--- config.mk ---
export PLATFORM = sky130hd
export DESIGN_NAME = mem_router
export DESIGN_NICKNAME = d
export VERILOG_FILES = /design/src/rtl/mem_router_pkg.sv /design/src/rtl/mem_router_addr_decode.sv /design/src/rtl/mem_router.sv
export SDC_FILE = /design/constraint.sdc
export NUM_CORES = 1
export LEC_CHECK = 0
export ABC_CLOCK_PERIOD_IN_PS = 2800
export CAP_MARGIN = 0
export CELL_PAD_IN_SITES_DETAIL_PLACEMENT = 1
export CELL_PAD_IN_SITES_GLOBAL_PLACEMENT = 2
export CORE_MARGIN = 10
export CORE_UTILIZATION = 25
export DETAILED_ROUTE_END_ITERATION = 7
export MAX_ROUTING_LAYER = met4
export PLACE_DENSITY_LB_ADDON = 0.1
export SLEW_MARGIN = 20
export SYNTH_ARGS = -nofsm -noshare
export SYNTH_HDL_FRONTEND = slang
export SYNTH_SLANG_ARGS = --single-unit
--- constraint.sdc ---
create_clock -name clock -period 2.8 [get_ports clock]
set_clock_uncertainty 0.15 [all_clocks]
set_input_delay 0.56 -clock clock [delete_from_list [all_inputs] [get_ports clock]]
set_output_delay 0.56 -clock clock [all_outputs]
set_load 0.02 [all_outputs]
--- src/rtl/mem_router_pkg.sv ---
`default_nettype none
// ============================================================================
//  Module      : configure (package)
//  Description : Shared router configuration: slave count, timeout default,
//                address map (inclusive base, exclusive top) and FSM states.
//  Revision    : 1.0 - initial release
// ============================================================================
package configure;

  localparam int nslv           = 3;
  localparam int router_timeout = 256;

  // Region table: bram, print, clint
  localparam logic [31:0] slv_base_addr [nslv] = '{
    32'h0000_0000, 32'h0100_0000, 32'h0200_0000
  };
  localparam logic [31:0] slv_top_addr [nslv] = '{
    32'h0010_0000, 32'h0100_0004, 32'h0200_C000
  };

  typedef enum logic [1:0] {
    IDLE = 2'd0,
    BUSY = 2'd1,
    RESP = 2'd2
  } router_state_t;

  // Width of a slave index; a single-slave router still needs one bit.
  function automatic int sel_width(input int n);
    return (n > 1) ? $clog2(n) : 1;
  endfunction

endpackage
`default_nettype wire

--- src/rtl/mem_router_addr_decode.sv ---
`default_nettype none
// ============================================================================
//  Module      : addr_decode
//  Description : Combinational region match with lowest-index priority.
//  Revision    : 1.0 - initial release
// ============================================================================
module addr_decode
  import configure::*;
#(
  parameter int          NSLV       = nslv,
  parameter int          SELW       = sel_width(NSLV),
  parameter logic [31:0] BASE [NSLV] = slv_base_addr,
  parameter logic [31:0] TOP  [NSLV] = slv_top_addr
) (
  input  logic [31:0]     addr,
  output logic            hit,
  output logic [SELW-1:0] sel
);

  // Walk from the highest index down so the lowest matching region wins.
  always_comb begin
    hit = 1'b0;
    sel = '0;
    for (int i = NSLV - 1; i >= 0; i--) begin
      if ((addr >= BASE[i]) && (addr < TOP[i])) begin
        hit = 1'b1;
        sel = SELW'(i);
      end
    end
  end

endmodule
`default_nettype wire

--- src/rtl/mem_router.sv ---
`default_nettype none
// ============================================================================
//  Module      : mem_router
//  Description : Routes the core memory port to one of NSLV slaves through a
//                region table; unmapped or stalled accesses return an error.
//  Revision    : 1.0 - initial release
// ============================================================================
module mem_router
  import configure::*;
#(
  parameter int          NSLV        = nslv,
  parameter int          TIMEOUT     = router_timeout,
  parameter logic [31:0] BASE [NSLV] = slv_base_addr,
  parameter logic [31:0] TOP  [NSLV] = slv_top_addr
) (
  input  logic               clock,
  input  logic               reset,
  input  logic               m_valid,
  input  logic               m_instr,
  input  logic [31:0]        m_addr,
  input  logic [31:0]        m_wdata,
  input  logic [3:0]         m_wstrb,
  output logic               m_ready,
  output logic [31:0]        m_rdata,
  output logic               m_error,
  output logic [NSLV-1:0]    s_valid,
  output logic               s_instr,
  output logic [31:0]        s_addr,
  output logic [31:0]        s_wdata,
  output logic [3:0]         s_wstrb,
  input  logic [NSLV-1:0]    s_ready,
  input  logic [NSLV*32-1:0] s_rdata
);

  localparam int          SELW        = sel_width(NSLV);
  localparam bit          C_TO_EN     = (TIMEOUT != 0);
  localparam logic [15:0] C_TO_LAST   = 16'(TIMEOUT - 1);

  router_state_t   r_state, w_state_nxt;
  logic [SELW-1:0] r_sel, w_sel_nxt;
  logic [15:0]     r_cnt, w_cnt_nxt;
  logic            r_m_ready, w_m_ready_nxt;
  logic            r_m_error, w_m_error_nxt;
  logic [31:0]     r_m_rdata, w_m_rdata_nxt;
  logic [NSLV-1:0] r_s_valid, w_s_valid_nxt;
  logic            r_s_instr, w_s_instr_nxt;
  logic [31:0]     r_s_addr, w_s_addr_nxt;
  logic [31:0]     r_s_wdata, w_s_wdata_nxt;
  logic [3:0]      r_s_wstrb, w_s_wstrb_nxt;

  logic            w_hit;
  logic [SELW-1:0] w_sel;

  addr_decode #(
    .NSLV (NSLV),
    .SELW (SELW),
    .BASE (BASE),
    .TOP  (TOP)
  ) u_addr_decode (
    .addr (m_addr),
    .hit  (w_hit),
    .sel  (w_sel)
  );

  // Next-state and next-output decision; every output is registered below.
  always_comb begin
    w_state_nxt   = r_state;
    w_sel_nxt     = r_sel;
    w_cnt_nxt     = r_cnt;
    w_m_ready_nxt = 1'b0;
    w_m_error_nxt = r_m_error;
    w_m_rdata_nxt = r_m_rdata;
    w_s_valid_nxt = r_s_valid;
    w_s_instr_nxt = r_s_instr;
    w_s_addr_nxt  = r_s_addr;
    w_s_wdata_nxt = r_s_wdata;
    w_s_wstrb_nxt = r_s_wstrb;
    case (r_state)
      IDLE: begin
        if (m_valid) begin
          if (w_hit) begin
            w_sel_nxt     = w_sel;
            w_cnt_nxt     = '0;
            w_s_valid_nxt = NSLV'(1) << w_sel;
            w_s_instr_nxt = m_instr;
            w_s_addr_nxt  = m_addr;
            w_s_wdata_nxt = m_wdata;
            w_s_wstrb_nxt = m_wstrb;
            w_state_nxt   = BUSY;
          end else begin
            // Unmapped: answer directly, no slave is touched.
            w_m_error_nxt = 1'b1;
            w_m_rdata_nxt = '0;
            w_m_ready_nxt = 1'b1;
            w_state_nxt   = RESP;
          end
        end
      end
      BUSY: begin
        if (s_ready[r_sel]) begin
          w_m_rdata_nxt = s_rdata[32*r_sel +: 32];
          w_m_error_nxt = 1'b0;
          w_s_valid_nxt = '0;
          w_m_ready_nxt = 1'b1;
          w_state_nxt   = RESP;
        end else if (C_TO_EN && (r_cnt == C_TO_LAST)) begin
          // Stalled slave: abandon it so the core is never hung.
          w_m_rdata_nxt = '0;
          w_m_error_nxt = 1'b1;
          w_s_valid_nxt = '0;
          w_m_ready_nxt = 1'b1;
          w_state_nxt   = RESP;
        end else if (r_cnt != 16'hFFFF) begin
          w_cnt_nxt = r_cnt + 16'd1;
        end
      end
      RESP: begin
        w_state_nxt = IDLE;
      end
      default: begin
        w_state_nxt = IDLE;
      end
    endcase
  end

  // State and output registers, cleared asynchronously on reset.
  always_ff @(posedge clock or negedge reset) begin
    if (!reset) begin
      r_state   <= IDLE;
      r_sel     <= '0;
      r_cnt     <= '0;
      r_m_ready <= 1'b0;
      r_m_error <= 1'b0;
      r_m_rdata <= '0;
      r_s_valid <= '0;
      r_s_instr <= 1'b0;
      r_s_addr  <= '0;
      r_s_wdata <= '0;
      r_s_wstrb <= '0;
    end else begin
      r_state   <= w_state_nxt;
      r_sel     <= w_sel_nxt;
      r_cnt     <= w_cnt_nxt;
      r_m_ready <= w_m_ready_nxt;
      r_m_error <= w_m_error_nxt;
      r_m_rdata <= w_m_rdata_nxt;
      r_s_valid <= w_s_valid_nxt;
      r_s_instr <= w_s_instr_nxt;
      r_s_addr  <= w_s_addr_nxt;
      r_s_wdata <= w_s_wdata_nxt;
      r_s_wstrb <= w_s_wstrb_nxt;
    end
  end

  assign m_ready = r_m_ready;
  assign m_error = r_m_error;
  assign m_rdata = r_m_rdata;
  assign s_valid = r_s_valid;
  assign s_instr = r_s_instr;
  assign s_addr  = r_s_addr;
  assign s_wdata = r_s_wdata;
  assign s_wstrb = r_s_wstrb;

endmodule
`default_nettype wire

==> impl_metrics.toml, run 1 <==
[status]
status = "complete, no violations"

[cells_and_area]
fin_nets = 981
drive_gt1_share_pct = 14.5
layout_common_cells = "clkdlybuf4s50_1 (267), dfrtp_1 (125), nand2_1 (48)"
fillers = 2516
final_area_um2 = 10000
area_growth_pct = 68.1
fin_cells = 1142
multi_input_area_um2 = 2610
mostFrequentLayoutCell = "clkdlybuf4s50_1"
ff_latch_area_um2 = 3150

[clock_network]
cts_hold_buffers = 0
cts.path.max_buffers = 2
clock_latency_ns = 0.41
cts_max_level = 4
clk_pin_slew_ns = 0.07
cts_made_buffers = 17
cts_root_buffer = "clkbuf_16"
cts_num_sinks = 126
cts_tree = "done"

[placed_design]
hpwl_mm = 17.3
dp.cells = 1104
port_buffers = 276
gp_congestion = 0.771
placed_area_um2 = 9300

[die]
rows = 56
fp.dieW_um = 174
core_area_um2 = 23500
dieArea_um2 = 30400
start_util_pct = 25.4
die_h_um = 174
io_pins = 277

[setup_path]
reg2reg_slack_ns = 0.34
cpPeakStageDelay_ns = 0.57
crit_slowest_cell = "or4_4"
crit_family = "simple AND/OR/NAND/NOR gates"
r2r-start = "r_cnt[11]$_DFFE_PN0P_"
cp_num_cells = 8
cp-startpoint = "m_addr[16]"
cp_cell_sequence = "dlygate4sd2_1 -> or4_4 -> or4_4 -> a2bb2oi_4 -> buf_6 -> a22oi_4 -> bufbuf_16 -> a22o_1"
worst-setup-path-type = "in -> reg"
endpoint_kind = "register"
worstSetupStartpointType = "input port"
cp_common_cell = "or4_4"
timing.rr.end = "m_rdata[7]$_DFFE_PN0P_"
crit_buf_inv = 3
r2r_cells = 7
crit_fanout = 9
crit_required_ns = 3.00
worstSetupEndpoint = "m_rdata[3]$_DFFE_PN0P_"
arrival_ns = 3.00

[yosys]
yosysWarnings = 0
netlist.area_leader.share_pct = 52.9
synth_top_area_cell = "dfrtp_1"
synth_ff_type = "dfrtp_1"
synthArstFlopShare_pct = 100
synth_cell_types = 51
synth_cells = 501
synth_area_um2 = 5960
syn_area_per_cell_um2 = 11.9
ys_ff_latch = 126
syn_nets = 673
synth_top_cells_by_area = "dfrtp_1 (53%), mux2_1 (6.6%), mux2i_1 (6.1%)"
synth_edf_count = 0
ys_seq_area_share_pct = 52.9

[timing]
finalHoldViolCount = 0
slew-limit-headroom_pct = 55.4
finalSetupTns_ns = 0
grt_setup_unrepaired = "yes"
fin_crit_ns = 2.80
period_share_pct = 100
drv_slew = 0
fin_hold_ws_ns = 0.0147
fmax_ghz = 0.357
worst_pin_slew_ns = 0.668
setup_violations = 0

[drt]
wire_per_inst_um = 19.6
dr.pass1.iters = 4
drt_wl_total_mm = 22.4
vias = 5259
drc = 0
antenna_left = 0
vias_per_cell = 4.61
dr.first_iter.drc_count = 198

[power_and_ir_drop]
sw_frac_of_total_pct = 24.0
power_frac_clock_pct = 49.5
p_sw_uw = 1070
leakagePower_uw = 0.00436
p_per_area_nw_per_um2 = 444
p_int_uw = 3380
ir_drop_uv = 301
seqPwrFrac_pct = 41.2
p_comb_share_pct = 9.3

[global_routing]
grt_max_degree = 49
antenna_found_initial = 1
grt.overflow.total = 0
grt_usage_pct = 15.1
grt_pass1_wl_mm = 35.0
grt_pass1_vias = 6002

[hold_path]
hold_path.class = "in -> async"

[run]
maxCapViolations = 0
-- power by group through the flow --
stage,Clock (µW),Combinational (µW),Sequential [µW]
after floorplan,0,60.3,1870
after global placement,0,393,1860
after detailed placement,0,401,1860
after CTS,2280,420,1830
after global routing,2370,448,1830
final,2200,412,1830
-- registers in the layout, indices dropped and copies added, names as in the netlist --
register / count
m_rdata: 32
s_addr: 32
s_wdata: 32
r_cnt: 16
s_wstrb: 4
s_valid: 3
r_sel: 2
r_state: 2
m_error: 1
m_ready: 1
s_instr: 1
-- how the worst min path moves through the flow --
stage | cells after the start | endpoint | from
after floorplan | 0 | m_error$_DFFE_PN0P_ | reset
after global placement | 1 | s_addr[25]$_DFFE_PN0P_ | s_addr[25]$_DFFE_PN0P_
after detailed placement | 1 | s_addr[30]$_DFFE_PN0P_ | s_addr[30]$_DFFE_PN0P_
after CTS | 1 | s_wstrb[1]$_DFFE_PN0P_ | reset
after global routing | 1 | s_wstrb[1]$_DFFE_PN0P_ | reset
final | 1 | s_wdata[0]$_DFFE_PN0P_ | reset
-- synth_stat cells, types with 2 or more instances --
| library cell | count |
|---|---|
| o211ai_1 | 7 |
| nor2_1 | 10 |
| o21ai_0 | 39 |
| mux2_2 | 6 |
| a21o_1 | 2 |
| or2_2 | 3 |
| a211o_1 | 2 |
| nor3_1 | 2 |
| nand4_1 | 9 |
| dfrtp_1 | 126 |
| a31oi_1 | 3 |
| nand2b_1 | 4 |
| or4b_2 | 2 |
| mux2_1 | 35 |
| or4_4 | 2 |
| o41ai_1 | 2 |
| nor4b_1 | 2 |
| a2bb2oi_1 | 2 |
| nand2_1 | 48 |
| buf_1 | 2 |
| nor4_1 | 5 |
| buf_6 | 11 |
| a21oi_1 | 6 |
| and2_1 | 11 |
| clkbuf_1 | 18 |
| nor2b_1 | 2 |
| and3_1 | 9 |
| nand3_1 | 7 |
| or4_1 | 6 |
| inv_1 | 11 |
| mux2_4 | 16 |
| o221ai_1 | 4 |
| a22o_1 | 32 |
| o31ai_1 | 3 |
| mux2i_1 | 36 |
-- layer usage --
layer,global-route usage (%),routed length [µm],vias up
met4,3.42,245,0
met1,15.8,8560,2649
li1,-,-,2460
met3,5.76,1540,13
met5,-,0,-
met2,26.5,12100,137
-- what timing repair did --
item	CTS	global route
endpoints found under the setup margin	104	35
resized for setup	16	3
pin swaps	7	1
buffers inserted	3	0
cloned	2	0
hold endpoints to repair	0	0
-- cell families (layout without fill, tap and decap cells) --
| logic type | after synthesis | in the layout | share of synthesized area, % |
|---|---|---|---|
| flops | 126 | 126 | 52.9 |
| simple gates | 129 | 129 | 12.0 |
| buf+inv | 43 | 364 | 4.12 |
| mux | 93 | 93 | 17.8 |
| fa+ha+maj | 1 | 1 | 0.210 |
| compound gates | 109 | 109 | 12.9 |
| other cells | 0 | 1 | 0 |
-- per-stage QoR --
| stage | power [µW] | utilization (%) | setup WS, ns |
|---|---|---|---|
| 4_1_cts | 4530 | 42.6 | 0.0115 |
| 6_report | 4440 | 42.6 | 0.000605 |
| 2_1_floorplan | 1930 | - | 0.0112 |
| 3_3_place_gp | 2260 | 39.6 | -0.523 |
| 3_5_place_dp | 2270 | 39.6 | -0.584 |
| 5_1_grt | 4650 | 42.6 | -0.0257 |
-- final cells by class --
class / count / share of cell area (%)
timing repair buffer: 321 / 32.2
clock inverter: 14 / 1.47
inverter: 11 / 0.412
tap: 319 / 3.99
clock buffer: 18 / 4.39
sequential: 126 / 31.5
multi-input combinational: 332 / 26.0
antenna: 1 / 0.0250
(Power assumes the default switching activity.)
==> inputs of run 2 (changes only) <==
- PLACE_DENSITY: default -> 0.85
- PLACE_DENSITY_LB_ADDON: 0.1 -> default
==> run 2 against run 1 <==
Compared with the run above: core utilization up 0.55 points; clock power hardly changed; critical path type unchanged; largest power group unchanged; critical endpoint is now s_wdata[16]$_DFFE_PN0P_; wire length up 4.7%; count of clock-buffer cells in the layout is the same; sequential power about the same; setup slack improved by 0.054 ns.
==> impl_metrics.toml, run 2 (synthesis gave the netlist of run 1 again) <==
[drt]
vias = 5288
wl_met1_mm = 8.80
drt_wl_total_mm = 23.5
dr.first_iter.drc_count = 182
dr_wl_met3_um = 891
vias_per_cell = 4.63
maxUsedRoutingLayer = "met4"
drc = 0
dr_wl_met2_mm = 13.5
antenna_left = 0
wire_per_inst_um = 20.6
dr.pass1.iters = 4

[clock_network]
clk_pin_slew_ns = 0.07
cts_max_level = 4
cts_tree = "done"
clock_latency_ns = 0.42
cts.path.max_buffers = 2
cts_num_sinks = 126
cts_root_buffer = "clkbuf_16"
cts_made_buffers = 17

[setup_path]
r2r-start = "r_cnt[0]$_DFFE_PN0P_"
worst-setup-path-type = "in -> reg"
cp_cell_sequence = "dlygate4sd2_1 -> or4_4 -> or4_4 -> a2bb2oi_4 -> nor2_8 -> buf_12 -> buf_16 -> buf_12 -> mux2_1"
crit_required_ns = 2.95
cpPeakStageDelay_ns = 0.55
worstSetupStartpointType = "input port"
endpoint_kind = "register"
arrival_ns = 2.90
crit_fanout = 4
cp-startpoint = "m_addr[18]"
crit_slowest_cell = "or4_4"

[run]
maxCapViolations = 0

[cells_and_area]
drive_gt1_share_pct = 16.1
fin_cells = 1141
final_util_pct = 43.2
area_growth_pct = 70.3
fin_nets = 981
layout_common_cells = "clkdlybuf4s50_1 (264), dfrtp_1 (125), nand2_1 (48)"
mostFrequentLayoutCell = "clkdlybuf4s50_1"
diodes = 0

[timing]
fmax_ghz = 0.364
fin_hold_ws_ns = 0.335
worst_slack_ns = 0.0547
drv_slew = 0
slew-limit-headroom_pct = 45.1
period_share_pct = 98.0
finalHoldViolCount = 0
grt_setup_unrepaired = "no"
finalSetupTns_ns = 0
worst_pin_slew_ns = 0.821
setup_violations = 0
fin_crit_ns = 2.75

[global_routing]
grt_pass1_vias = 5965
grt_max_degree = 59
grt_usage_pct = 15.2
antenna_found_initial = 0
grt.overflow.total = 0
grt_pass1_wl_mm = 35.4

[placed_design]
hpwl_mm = 17.2
dp.cells = 1095
gp_congestion = 0.787
port_buffers = 276
dpl_worst_slack_ns = -0.574

[die]
io_pins = 277
fp.dieW_um = 174
dieArea_um2 = 30400
die_h_um = 174
rows = 56
start_util_pct = 25.4
core_area_um2 = 23500

[hold_path]
hold_path.class = "reg -> reg"
min-delay-start = "s_wdata[1]$_DFFE_PN0P_"

[power_and_ir_drop]
p_per_area_nw_per_um2 = 437
ir_drop_uv = 256
leakagePower_uw = 0.00438

[status]
status = "complete, no violations"
## run 2: cell types whose count changed in the layout (fill, tap and decap cells not counted), sizes merged
cell           previous run  this run
dlygate4sd2               8         9
buf                      45        43
clkdlybuf4s15             0         1
clkdlybuf4s50           267       264
dlymetal6s2s              0         1
clkinv                    2         1
dlygate4sd3               0         1
clkbuf                   18        20
diode                     1         0
clkinvlp                  3         4
bufbuf                    1         0
## run 2: final cells by class
| class | count | area [µm²] |
|---|---|---|
| inverter | 11 | 41.3 |
| tap | 319 | 399 |
| clock inverter | 14 | 149 |
| multi-input combinational | 332 | 2660 |
| clock buffer | 18 | 429 |
| sequential | 126 | 3150 |
| timing repair buffer | 321 | 3310 |
| fill | 2524 | 13300 |
## run 2: path summary, 6_finish.rpt
kind / end / slack (ns) / cells after the start
max: s_wdata[16]$_DFFE_PN0P_ / 0.05 / 9
min: s_wdata[1]$_DFFE_PN0P_ / 0.34 / 1
max in group asynchronous: r_sel[1]$_DFFE_PN0P_ / 1.21 / 3
min in group asynchronous: s_wdata[4]$_DFFE_PN0P_ / 0.53 / 2
min reg2reg: s_wdata[1]$_DFFE_PN0P_ / 0.34 / 1
max reg2reg: r_cnt[9]$_DFFE_PN0P_ / 0.30 / 6
## run 2: worst max-delay path: cells and delay by family
| family | cells | cell delay (ns) |
|---|---|---|
| AO/OA/AOI/OAI | 1 | 0.21 |
| multiplexers | 1 | 0.31 |
| buffers and inverters | 4 | 0.58 |
| AND/OR/NAND/NOR | 3 | 1.23 |
## run 2: stage by stage
stage / total power (µW) / area [µm²]
CTS: 4460 / 10000
detailed placement: 2250 / 9230
global placement: 2250 / 9230
floorplan: 1930 / 5960
finish: 4430 / 10100
global route: 4590 / 10100
## run 2: routing by layer
metal,vias to the layer above,GRT usage (%)
met1,2698,15.4
met5,-,-
met3,14,3.58
met4,0,3.56
li1,2450,-
met2,126,28.9
## run 2: power by group
group	internal (µW)	total [µW]	switching, µW
clock network	1260	2190	933
logic	267	407	140
registers	1830	1830	4.59
## run 2: timing repair
item | 4_1_cts | 5_1_grt
gates cloned | 2 | 3
resized for setup | 30 | 13
hold buffers | 1 | 0
hold endpoints to repair | 55 | 0
endpoints found under the setup margin | 99 | 60
pin swaps | 5 | 5
setup buffers | 9 | 1
